==> src/rtl/imu_pkg.sv <==
// Shared types, register map and read-mux helper for the IMU SPI target.
package imu_pkg;

   typedef struct packed {
      logic [15:0] pitch;
      logic [15:0] roll;
      logic [15:0] yaw;
      logic [15:0] x;
      logic [15:0] y;
      logic [15:0] z;
   } data_t;

   typedef enum logic [1:0] {
      StIdle,
      StCmd,
      StWdata,
      StRdata
   } spi_state_e;

   localparam logic [6:0] ADDR_WHO_AM_I     = 7'h0F;
   localparam logic [6:0] ADDR_CTRL1_XL     = 7'h10;
   localparam logic [6:0] ADDR_CTRL2_G      = 7'h11;
   localparam logic [6:0] ADDR_CTRL4_C      = 7'h13;
   localparam logic [6:0] ADDR_CTRL9_XL     = 7'h18;
   localparam logic [6:0] ADDR_SHADOW_FIRST = 7'h22;
   localparam logic [6:0] ADDR_SHADOW_LAST  = 7'h2D;

   // Byte of a sample at a shadow address; each 16-bit field is returned low byte first.
   function automatic logic [7:0] shadow_byte(input data_t d, input logic [6:0] addr);
      logic [3:0]  idx;
      logic [95:0] flat;
      int unsigned off;
      idx  = 4'(addr - ADDR_SHADOW_FIRST);
      flat = d;
      off  = 80 - 16 * int'(idx[3:1]) + 8 * int'(idx[0]);
      return flat[off +: 8];
   endfunction

   function automatic logic [7:0] reg_read(input logic [6:0] addr,
                                           input logic [7:0] who_am_i,
                                           input logic [7:0] ctrl1_xl,
                                           input logic [7:0] ctrl2_g,
                                           input logic [7:0] ctrl4_c,
                                           input logic [7:0] ctrl9_xl,
                                           input data_t      d);
      logic [7:0] val;
      val = 8'h00;
      case (addr)
         ADDR_WHO_AM_I: val = who_am_i;
         ADDR_CTRL1_XL: val = ctrl1_xl;
         ADDR_CTRL2_G:  val = ctrl2_g;
         ADDR_CTRL4_C:  val = ctrl4_c;
         ADDR_CTRL9_XL: val = ctrl9_xl;
         default: begin
            if (addr >= ADDR_SHADOW_FIRST && addr <= ADDR_SHADOW_LAST) begin
               val = shadow_byte(d, addr);
            end
         end
      endcase
      return val;
   endfunction

endpackage

==> src/rtl/spi_pin_sync.sv <==
// Multi-flop synchronizer for one SPI pin with rise/fall detection in the clk domain.
module spi_pin_sync #(
   parameter int unsigned SYNC_STAGES = 2,
   parameter logic        RESET_VAL   = 1'b0
) (
   input  logic clk,
   input  logic reset,
   input  logic pin,
   output logic level,
   output logic rise,
   output logic fall
);

   logic [SYNC_STAGES-1:0] sync_q;
   logic                   prev_q;

   always_ff @(posedge clk or negedge reset) begin
      if (!reset) begin
         sync_q <= {SYNC_STAGES{RESET_VAL}};
         prev_q <= RESET_VAL;
      end else begin
         sync_q[0] <= pin;
         for (int i = 1; i < int'(SYNC_STAGES); i++) begin
            sync_q[i] <= sync_q[i-1];
         end
         prev_q <= sync_q[SYNC_STAGES-1];
      end
   end

   assign level = sync_q[SYNC_STAGES-1];
   assign rise  = level & ~prev_q;
   assign fall  = ~level & prev_q;

endmodule

==> src/rtl/imu_spi_target.sv <==
// SPI mode-3 register target for an IMU: config registers plus a coherent sample snapshot.
module imu_spi_target
   import imu_pkg::*;
#(
   parameter logic [7:0]  WHO_AM_I_VAL = 8'h6C,
   parameter int unsigned SYNC_STAGES  = 2
) (
   input  logic       clk,
   input  logic       reset,
   input  logic       SPC,
   input  logic       CS,
   input  logic       SDI,
   output logic       SDO,
   input  data_t      sample,
   output logic [7:0] ctrl1_xl,
   output logic [7:0] ctrl2_g,
   output logic [7:0] ctrl4_c,
   output logic [7:0] ctrl9_xl,
   output logic       wr_strobe,
   output logic [6:0] wr_addr,
   output logic [7:0] wr_data
);

   logic spc_level, spc_rise, spc_fall;
   logic cs_level, cs_rise, cs_fall;
   logic sdi_level, sdi_rise, sdi_fall;
   logic unused_sync;

   spi_pin_sync #(.SYNC_STAGES(SYNC_STAGES), .RESET_VAL(1'b1)) u_sync_spc (
      .clk   (clk),
      .reset (reset),
      .pin   (SPC),
      .level (spc_level),
      .rise  (spc_rise),
      .fall  (spc_fall)
   );

   // CS resets to "asserted" so a CS already low at reset release is not seen as a new falling edge.
   spi_pin_sync #(.SYNC_STAGES(SYNC_STAGES), .RESET_VAL(1'b0)) u_sync_cs (
      .clk   (clk),
      .reset (reset),
      .pin   (CS),
      .level (cs_level),
      .rise  (cs_rise),
      .fall  (cs_fall)
   );

   spi_pin_sync #(.SYNC_STAGES(SYNC_STAGES), .RESET_VAL(1'b0)) u_sync_sdi (
      .clk   (clk),
      .reset (reset),
      .pin   (SDI),
      .level (sdi_level),
      .rise  (sdi_rise),
      .fall  (sdi_fall)
   );

   assign unused_sync = ^{spc_level, cs_rise, sdi_rise, sdi_fall};

   spi_state_e state_q, state_d;
   logic [2:0] bit_cnt_q, bit_cnt_d;
   logic [6:0] ptr_q, ptr_d;
   logic [6:0] shift_in_q, shift_in_d;
   logic [7:0] shift_out_q, shift_out_d;
   logic       sdo_q, sdo_d;
   data_t      shadow_q, shadow_d;
   logic [7:0] ctrl1_q, ctrl1_d, ctrl2_q, ctrl2_d, ctrl4_q, ctrl4_d, ctrl9_q, ctrl9_d;
   logic       wr_strobe_q, wr_strobe_d;
   logic [6:0] wr_addr_q, wr_addr_d;
   logic [7:0] wr_data_q, wr_data_d;
   logic [7:0] rx_byte;
   logic [7:0] cmd_rd_byte, ptr_rd_byte;

   assign rx_byte = {shift_in_q, sdi_level};

   // First read byte comes from the live sample, which is the value being snapshotted this cycle.
   assign cmd_rd_byte = reg_read(rx_byte[6:0], WHO_AM_I_VAL, ctrl1_q, ctrl2_q, ctrl4_q, ctrl9_q,
                                 sample);
   assign ptr_rd_byte = reg_read(ptr_q, WHO_AM_I_VAL, ctrl1_q, ctrl2_q, ctrl4_q, ctrl9_q,
                                 shadow_q);

   always_comb begin
      state_d     = state_q;
      bit_cnt_d   = bit_cnt_q;
      ptr_d       = ptr_q;
      shift_in_d  = shift_in_q;
      shift_out_d = shift_out_q;
      sdo_d       = sdo_q;
      shadow_d    = shadow_q;
      ctrl1_d     = ctrl1_q;
      ctrl2_d     = ctrl2_q;
      ctrl4_d     = ctrl4_q;
      ctrl9_d     = ctrl9_q;
      wr_strobe_d = 1'b0;
      wr_addr_d   = wr_addr_q;
      wr_data_d   = wr_data_q;

      if (cs_fall) begin
         state_d   = StCmd;
         bit_cnt_d = '0;
      end else if (cs_level) begin
         state_d = StIdle;
      end else begin
         unique case (state_q)
            StIdle: ;
            StCmd: begin
               if (spc_rise) begin
                  shift_in_d = rx_byte[6:0];
                  bit_cnt_d  = bit_cnt_q + 3'd1;
                  if (bit_cnt_q == 3'd7) begin
                     ptr_d = rx_byte[6:0];
                     if (rx_byte[7]) begin
                        state_d     = StRdata;
                        shadow_d    = sample;
                        shift_out_d = cmd_rd_byte;
                        ptr_d       = rx_byte[6:0] + 7'd1;
                     end else begin
                        state_d = StWdata;
                     end
                  end
               end
            end
            StWdata: begin
               if (spc_rise) begin
                  shift_in_d = rx_byte[6:0];
                  bit_cnt_d  = bit_cnt_q + 3'd1;
                  if (bit_cnt_q == 3'd7) begin
                     wr_strobe_d = 1'b1;
                     wr_addr_d   = ptr_q;
                     wr_data_d   = rx_byte;
                     ptr_d       = ptr_q + 7'd1;
                     case (ptr_q)
                        ADDR_CTRL1_XL: ctrl1_d = rx_byte;
                        ADDR_CTRL2_G:  ctrl2_d = rx_byte;
                        ADDR_CTRL4_C:  ctrl4_d = rx_byte;
                        ADDR_CTRL9_XL: ctrl9_d = rx_byte;
                        default: ;
                     endcase
                  end
               end
            end
            StRdata: begin
               if (spc_rise) begin
                  bit_cnt_d = bit_cnt_q + 3'd1;
                  if (bit_cnt_q == 3'd7) begin
                     shift_out_d = ptr_rd_byte;
                     ptr_d       = ptr_q + 7'd1;
                  end
               end else if (spc_fall) begin
                  sdo_d       = shift_out_q[7];
                  shift_out_d = {shift_out_q[6:0], 1'b0};
               end
            end
            default: state_d = StIdle;
         endcase
      end

      if (state_d != StRdata) begin
         sdo_d = 1'b0;
      end
   end

   always_ff @(posedge clk or negedge reset) begin
      if (!reset) begin
         state_q     <= StIdle;
         bit_cnt_q   <= '0;
         ptr_q       <= '0;
         shift_in_q  <= '0;
         shift_out_q <= '0;
         sdo_q       <= 1'b0;
         shadow_q    <= '0;
         ctrl1_q     <= 8'h00;
         ctrl2_q     <= 8'h00;
         ctrl4_q     <= 8'h00;
         ctrl9_q     <= 8'h00;
         wr_strobe_q <= 1'b0;
         wr_addr_q   <= '0;
         wr_data_q   <= '0;
      end else begin
         state_q     <= state_d;
         bit_cnt_q   <= bit_cnt_d;
         ptr_q       <= ptr_d;
         shift_in_q  <= shift_in_d;
         shift_out_q <= shift_out_d;
         sdo_q       <= sdo_d;
         shadow_q    <= shadow_d;
         ctrl1_q     <= ctrl1_d;
         ctrl2_q     <= ctrl2_d;
         ctrl4_q     <= ctrl4_d;
         ctrl9_q     <= ctrl9_d;
         wr_strobe_q <= wr_strobe_d;
         wr_addr_q   <= wr_addr_d;
         wr_data_q   <= wr_data_d;
      end
   end

   assign SDO       = sdo_q;
   assign ctrl1_xl  = ctrl1_q;
   assign ctrl2_g   = ctrl2_q;
   assign ctrl4_c   = ctrl4_q;
   assign ctrl9_xl  = ctrl9_q;
   assign wr_strobe = wr_strobe_q;
   assign wr_addr   = wr_addr_q;
   assign wr_data   = wr_data_q;

endmodule
==> config.mk <==
export PLATFORM = sky130hd
export DESIGN_NAME = imu_spi_target
export DESIGN_NICKNAME = d
export VERILOG_FILES = /design/src/rtl/imu_pkg.sv /design/src/rtl/spi_pin_sync.sv /design/src/rtl/imu_spi_target.sv
export SDC_FILE = /design/constraint.sdc
export NUM_CORES = 1
export LEC_CHECK = 0
export ABC_AREA = 1
export BUFFER_PORTS_ARGS = -buffer_cell sky130_fd_sc_hd__buf_2
export CORE_UTILIZATION = 63
export DETAILED_ROUTE_END_ITERATION = 8
export GPL_TIMING_DRIVEN = 0
export PLACE_DENSITY = 0.87
export SYNTH_ARGS = -nofsm -noshare
export SYNTH_HDL_FRONTEND = slang
export SYNTH_SLANG_ARGS = --single-unit
==> constraint.sdc <==
create_clock -name clk -period 4.1 [get_ports clk]
set_input_delay 0.205 -clock clk [delete_from_list [all_inputs] [get_ports clk]]
set_output_delay 0.205 -clock clk [all_outputs]
set_load 0.1 [all_outputs]
After elaboration in Yosys (flattened, before gate mapping)
Index checks and enable logic that the tools add are counted.
{ "classes": {"eq_ne": 26, "order_cmp": 4, "n_mul": 0, "reduce_logical": 22, "bitwise_logic": 7, "n_shift": 2, "div": 0, "add_sub_neg": 9, "mux": 38} }
{ "op_table": {"columns": ["operator", "n"], "rows": [
  ["indexed part select 96 x 33 -> 8 bit", 2],
  ["case mux 8 bit (5 select lines)", 2],
  ["2-to-1 mux 8 bit", 8],
  ["equality test 7 x 5 -> 1 bit, second input constant", 8],
  ["2-to-1 mux 7 bit", 5],
  ["AND reduction 6 bit", 5],
  ["adder 8 x 5 -> 9 bit", 2],
  ["case mux 8 bit (2 select lines)", 1],
  ["subtractor 7 x 7 -> 8 bit, first input constant", 2],
  ["adder 7 x 1 -> 7 bit, second input constant", 2],
  ["equality test 7 x 4 -> 1 bit, second input constant", 2],
  ["greater-or-equal comparator 7 x 6 -> 1 bit, second input constant", 2],
  ["less-or-equal comparator 7 x 6 -> 1 bit, second input constant", 2],
  ["case mux 7 bit (2 select lines)", 1],
  ["2-to-1 mux 1 bit", 12],
  ["2-to-1 mux 3 bit", 4],
  ["inequality test 2 bit, second input constant", 6],
  ["nonzero test 2 bit", 6],
  ["2-to-1 mux 2 bit", 5],
  ["AND reduction 5 bit", 2],
  ["inequality test 2 x 1 -> 1 bit, second input constant", 4],
  ["AND reduction 8 bit", 1],
  ["subtractor 4 x 2 -> 4 bit, second input constant", 2],
  ["AND reduction 7 bit", 1],
  ["12 further kinds", 21]
]} }
{ "word_totals": {"n_memories": 0, "latch_bits": 0, "wordCells": 132, "ram_bits": 0, "register_bits": 180, "out_inout_bits": 49, "romBits": 0, "inputBits": 101} }

Longest topological paths before layout
{ "depth": {"depth_word": 10, "depth_mapped": 17, "ltp_nobuf": 14} }

Hierarchy
From an unflattened synthesis, not the netlist that was laid out.
{ "hier_totals": {"hier_cells": 1341, "area_unflattened_um2": 10321.1} }
{ "modules_own_cells": {"columns": ["mod", "cells_each", "instances", "area_each_um2", "seq_area_each_um2"], "rows": [
  ["imu_spi_target", 1320, 1, 10047.1, 4304.1],
  ["spi_pin_sync at u_sync_cs ...", 7, 2, 90.1, 75.1],
  ["spi_pin_sync at u_sync_spc", 7, 1, 93.8, 78.8]
]} }

Worst setup path after synthesis
Ideal clock, no wire load.
{ "synth_timing": {"kind": "register -> register", "start": "reg shift_in_q[0]", "end": "reg shift_out_q[0]", "synth_period_minus_slack_ns": 2.565, "required_ns": 4.035, "path_slack_ns": 1.535, "t_arrival_ns": 2.500, "path_stages_with_launch": 17, "cell_sequence": "dfrtp_1 buf_2 inv_1 buf_2 ha_1 buf_2 clkinv_1 ha_1 clkbuf_1 inv_1 nand2_1 nand3_1 nand2_1 nand2_1 nand2_1 nand2_1 nand2_1"} }
{ "synth_via": {"elab_chain_len": 10} }
{ "synth_rtl": {"columns": ["item", "line_no", "source"], "rows": [
  ["start, declared", "imu_spi_target.sv:62", "logic [6:0] shift_in_q, shift_in_d;"],
  ["start signal, assigned", "imu_spi_target.sv:182", "shift_in_q <= shift_in_d;"],
  ["subtractor 4 x 2 -> 4 bit", "imu_pkg.sv:33", "idx = 4'(addr - ADDR_SHADOW_FIRST);"],
  ["subtractor 7 x 7 -> 8 bit", "imu_pkg.sv:35", "off = 80 - 16 * int'(idx[3:1]) + 8 * int'(idx[0]);"],
  ["adder 8 x 5 -> 9 bit", "imu_pkg.sv:35", null],
  ["indexed part select 96 x 33 -> 8 bit", "imu_pkg.sv:36", "return flat[off +: 8];"],
  ["2-to-1 mux 8 bit", "imu_pkg.sv:55", "if (addr >= ADDR_SHADOW_FIRST && addr <= ADDR_SHADOW_LAST) begin"],
  ["case mux 8 bit (5 select lines) *", "imu_pkg.sv:48", "case (addr)"],
  ["2-to-1 mux 8 bit *", "imu_spi_target.sv:111", "if (rx_byte[7]) begin"],
  ["2-to-1 mux 8 bit *", "imu_spi_target.sv:109", "if (bit_cnt_q == 3'd7) begin"],
  ["2-to-1 mux 8 bit *", "imu_spi_target.sv:106", "if (spc_rise) begin"],
  ["case mux 8 bit (2 select lines) *", "imu_spi_target.sv:103", "unique case (state_q)"],
  ["end signal, assigned", "imu_spi_target.sv:183", "shift_out_q <= shift_out_d;"],
  ["end, declared", "imu_spi_target.sv:63", "logic [7:0] shift_out_q, shift_out_d;"]
]} }
Every way passes the cells marked *; elsewhere a longest branch is shown, timed or not. The select of a mux whose other input is x is not followed.
A chain may end at the register's enable or synchronous reset.

Worst setup path in the final report
{ "layout_timing": {"start": "reg ptr_q[1]", "end": "reg shift_out_q[1]"} }
{ "layout_via": {"elab_chain_len": 9} }
{ "layout_rtl": {"columns": ["item", "line_no", "source"], "rows": [
  ["start, declared", "imu_spi_target.sv:61", "logic [6:0] ptr_q, ptr_d;"],
  ["start signal, assigned", "imu_spi_target.sv:181", "ptr_q <= ptr_d;"],
  ["subtractor 4 x 2 -> 4 bit", "imu_pkg.sv:33", null],
  ["subtractor 7 x 7 -> 8 bit", "imu_pkg.sv:35", null],
  ["adder 8 x 5 -> 9 bit", "imu_pkg.sv:35", null],
  ["indexed part select 96 x 33 -> 8 bit", "imu_pkg.sv:36", null],
  ["2-to-1 mux 8 bit", "imu_pkg.sv:55", null],
  ["case mux 8 bit (5 select lines) *", "imu_pkg.sv:48", null],
  ["2-to-1 mux 8 bit *", "imu_spi_target.sv:144", "if (bit_cnt_q == 3'd7) begin"],
  ["2-to-1 mux 8 bit *", "imu_spi_target.sv:142", "if (spc_rise) begin"],
  ["case mux 8 bit (2 select lines) *", "imu_spi_target.sv:103", null]
]} }
Marks and branches as above.

==> metrics.txt <==
Seq cells post-synth 180; fin. max-slew vios 0; peak supply drop 382 uV; Worst slew margin 51.2%; gr ovfl total 0; CTS clk-pin slew, worst paths 0.08 ns; placer's final routability congestion estimate 0.976; CP bufs+invs 7; first-pass GRT wire length 50500 um; Register Area 4510 um2; Avg WL per Cell 18.5 um; fin area 12100 um2; combinational share of power 28.7%; CP max stage delay 0.44 ns; Startpoint Class flop; period utilisation layout 93.0%; I/O Buffers 149; post-synthesis adder-cell area fraction 3.01%; Hold Path Class input pin to flop; routed vias/inst 5.93; complex-gate fraction of the synthesized area 7.15%; critical path peak fanout 13; RSZ-0062 raised after global routing false; main combinational cell family by area after synthesis simple AND/OR/NAND/NOR gates; f_max 262 MHz; Fillers 1244; WHS 0.00463 ns; Worst Skew 0.00947 ns; Net Sw Power 1750 uW; Critical Path Most Common Cell nand2_1; Antenna diodes 0; vias in the first global route 9618; area grow syn2layout 16.0%; num rows 46; status finished, final reports clean; # nets final 1658; ANT nets after route 0; WP data required 4.48 ns; EDFF count, synth 0; crit path time final 3.81 ns; crit path DAT 4.19 ns; sw frac 36.0%; synth unique cells 37; leak pwr 0.00642 uW; Post-Synth XOR/XNOR Area 0.421%; Synth Instances 1359; Seq pwr share 38.5%; ys flop type dfrtp_1; TritonCTS Buffers 17; crit path cell chain buf_2 > inv_2 > buf_2 > ha_1 > buf_2 > clkinv_1 > ha_1 > buf_1 > inv_1 > nand2_1 > nand3_1 > nand2_1 > nand2_1 > nand2_1 > nand2_1 > nand2_1; Syn Std Cell Area 10400 um2; post-detail-place hpwl 22900 um; antenna violations before repair 0; Tot GR Track Use 39.7%; CP delay by family, top buffers and inverters; Root Buffer clkbuf_16; cell-internal power 3110 uW; worst skew pair latency 0.45 ns; Synth Net Count 1485; WS Path Type flop to flop; # H-tree levels 4; synth warn 0; Syn Area/Cell 7.65 um2; # setup viols final 0; total negative slack 0 ns; clock share of power 32.8%; Starting Density 65.0%; Die Y 130 um; vias post-DR 10400; CTS tree built; drt initial violations 1258; Multi-input gate area 5010 um2; die area 17000 um2; measured slew at the worst slew-check pin 0.731 ns; CP max stage cell buf_1; Hold Fails Final Rpt 0; top-level I/O count 150; Synth Area in Simple Gates 31.3%; DR DRC count 0; asr flop ratio synth 100%; largest net degree at the start of global routing 94; Power Density 403 nW/um2; Clock Sinks 180; Clock Path Buffers 2; mux share of post-synthesis cell area 6.27%; area post-placement 11500 um2; maximum capacitance violations 0; core area 16000 um2; fin util 75.4%; post-synthesis sequential area ratio 43.3%; layout cells sized above 1 22.1%; Initial DRT Pass Iterations 6; die span in x 130 um; final WL 32600 um; crit path capture type flop
-- logic make-up after synthesis --
family,after synthesis
AOI/OAI and AO/OA,144
xor gates and xnor gates,5
adders and majority gates,25
buffers and inverters,189
DFF,180
muxes,58
and+or+nand+nor,758
-- stage by stage --
step	setup WS, ns	cells	total power (uW)
after global routing	0.229	1761	5010
after CTS	0.518	1761	4780
after global placement	-0.00655	1724	3180
after floorplan	1.54	1359	2730
after detailed placement	0.556	1725	3220
final	0.289	1761	4860
-- registers in the layout (all words and copies together) (netlist names), 3 cells and up --
register,count
bit_cnt_q,3
ctrl1_xl,8
ctrl2_g,8
ctrl4_c,8
ctrl9_xl,8
ptr_q,7
shadow_q,96
shift_in_q,7
shift_out_q,8
wr_addr,7
wr_data,8
-- cell type report --
| type | count | share of cell area (%) |
|---|---|---|
| Inverter | 116 | 3.61 |
| Tap cell | 216 | 2.24 |
| Clock buffer | 23 | 4.13 |
| Clock inverter | 9 | 0.571 |
| Multi-Input combinational cell | 990 | 41.6 |
| Timing Repair Buffer | 154 | 6.83 |
| Buffer | 73 | 3.69 |
| Sequential cell | 180 | 37.4 |
-- layer usage --
metal | share of wire [%] | up-vias | global-route usage [%]
li1 | - | 4735 | -
met1 | 40 | 4873 | 53.5
met2 | 45 | 714 | 61.6
met3 | 11 | 115 | 9.12
met4 | 3.9 | 0 | 16.8
met5 | 0 | - | 0
-- cell usage after synthesis, drive strengths merged, types with 2 or more instances --
| master | n | share of area [%] |
|---|---|---|
| o21ai | 104 | 5.0 |
| nand2 | 448 | 16 |
| inv | 114 | 4.1 |
| dfstp | 3 | 0.76 |
| or2 | 12 | 0.72 |
| mux2 | 57 | 6.2 |
| nand3 | 204 | 10 |
| buf | 65 | 3.9 |
| nand4 | 2 | 0.26 |
| ha | 25 | 3.0 |
| clkinv | 2 | 0.072 |
| a31oi | 5 | 0.30 |
| nor3 | 13 | 0.63 |
| a21oi | 27 | 1.3 |
| o22ai | 4 | 0.24 |
| xor2 | 5 | 0.42 |
| dfrtp | 177 | 43 |
| nor2 | 79 | 3.4 |
| clkbuf | 8 | 0.39 |
-- what timing repair did --
action | 4_1_cts | 5_1_grt
endpoints found under the hold margin | 90 | 0
hold buffers | 4 | 0
resized for setup | 0 | 0
setup buffers | 0 | 0
setup endpoints to repair | 0 | 0
-- power by group through the flow --
stage | Combinational, uW | Sequential [uW] | Clock [uW]
floorplan | 841 | 1890 | 0
global placement | 1290 | 1900 | 0
detailed placement | 1320 | 1900 | 0
CTS | 1330 | 1870 | 1580
global route | 1490 | 1870 | 1640
finish | 1390 | 1870 | 1590
-- final timing paths --
path                                                      from                        endpoint  slack, ns  cells past startpoint
worst max-delay path                      ptr_q[1]$_DFFE_PN0P_      shift_out_q[1]$_DFFE_PN0P_       0.29                     16
worst min-delay path                                sample[10]        shadow_q[10]$_DFFE_PN0P_      0.005                      2
worst max register to register            ptr_q[1]$_DFFE_PN0P_      shift_out_q[1]$_DFFE_PN0P_       0.29                     16
worst min register to register  u_sync_sdi.sync_q[0]$_DFF_PN0_  u_sync_sdi.sync_q[1]$_DFF_PN0_       0.35                      0
max in group asynchronous                                reset     u_sync_spc.prev_q$_DFF_PN1_       2.86                      3
min in group asynchronous                                reset        shadow_q[10]$_DFFE_PN0P_       0.33                      2
-- cells in the final DEF, fill, tap and decap left out, types with 3 or more instances in the layout --
master,instances
nand2_1,443
nand3_1,201
buf_2,190
dfrtp_1,177
inv_1,99
o21ai_0,72
nor2_1,68
mux2_2,57
o21ai_1,32
a21oi_1,27
ha_1,25
clkbuf_16,17
inv_2,15
nor3_1,13
buf_4,11
buf_6,9
or2_1,9
clkbuf_1,8
nor2_4,6
clkbuf_8,6
nand2_2,5
xor2_1,5
a31oi_1,5
nor2_2,5
o22ai_1,4
dlygate4sd3_1,4
buf_1,3
or2_2,3
clkinv_4,3
dfstp_2,3
Power figures use the tool's default switching activity.
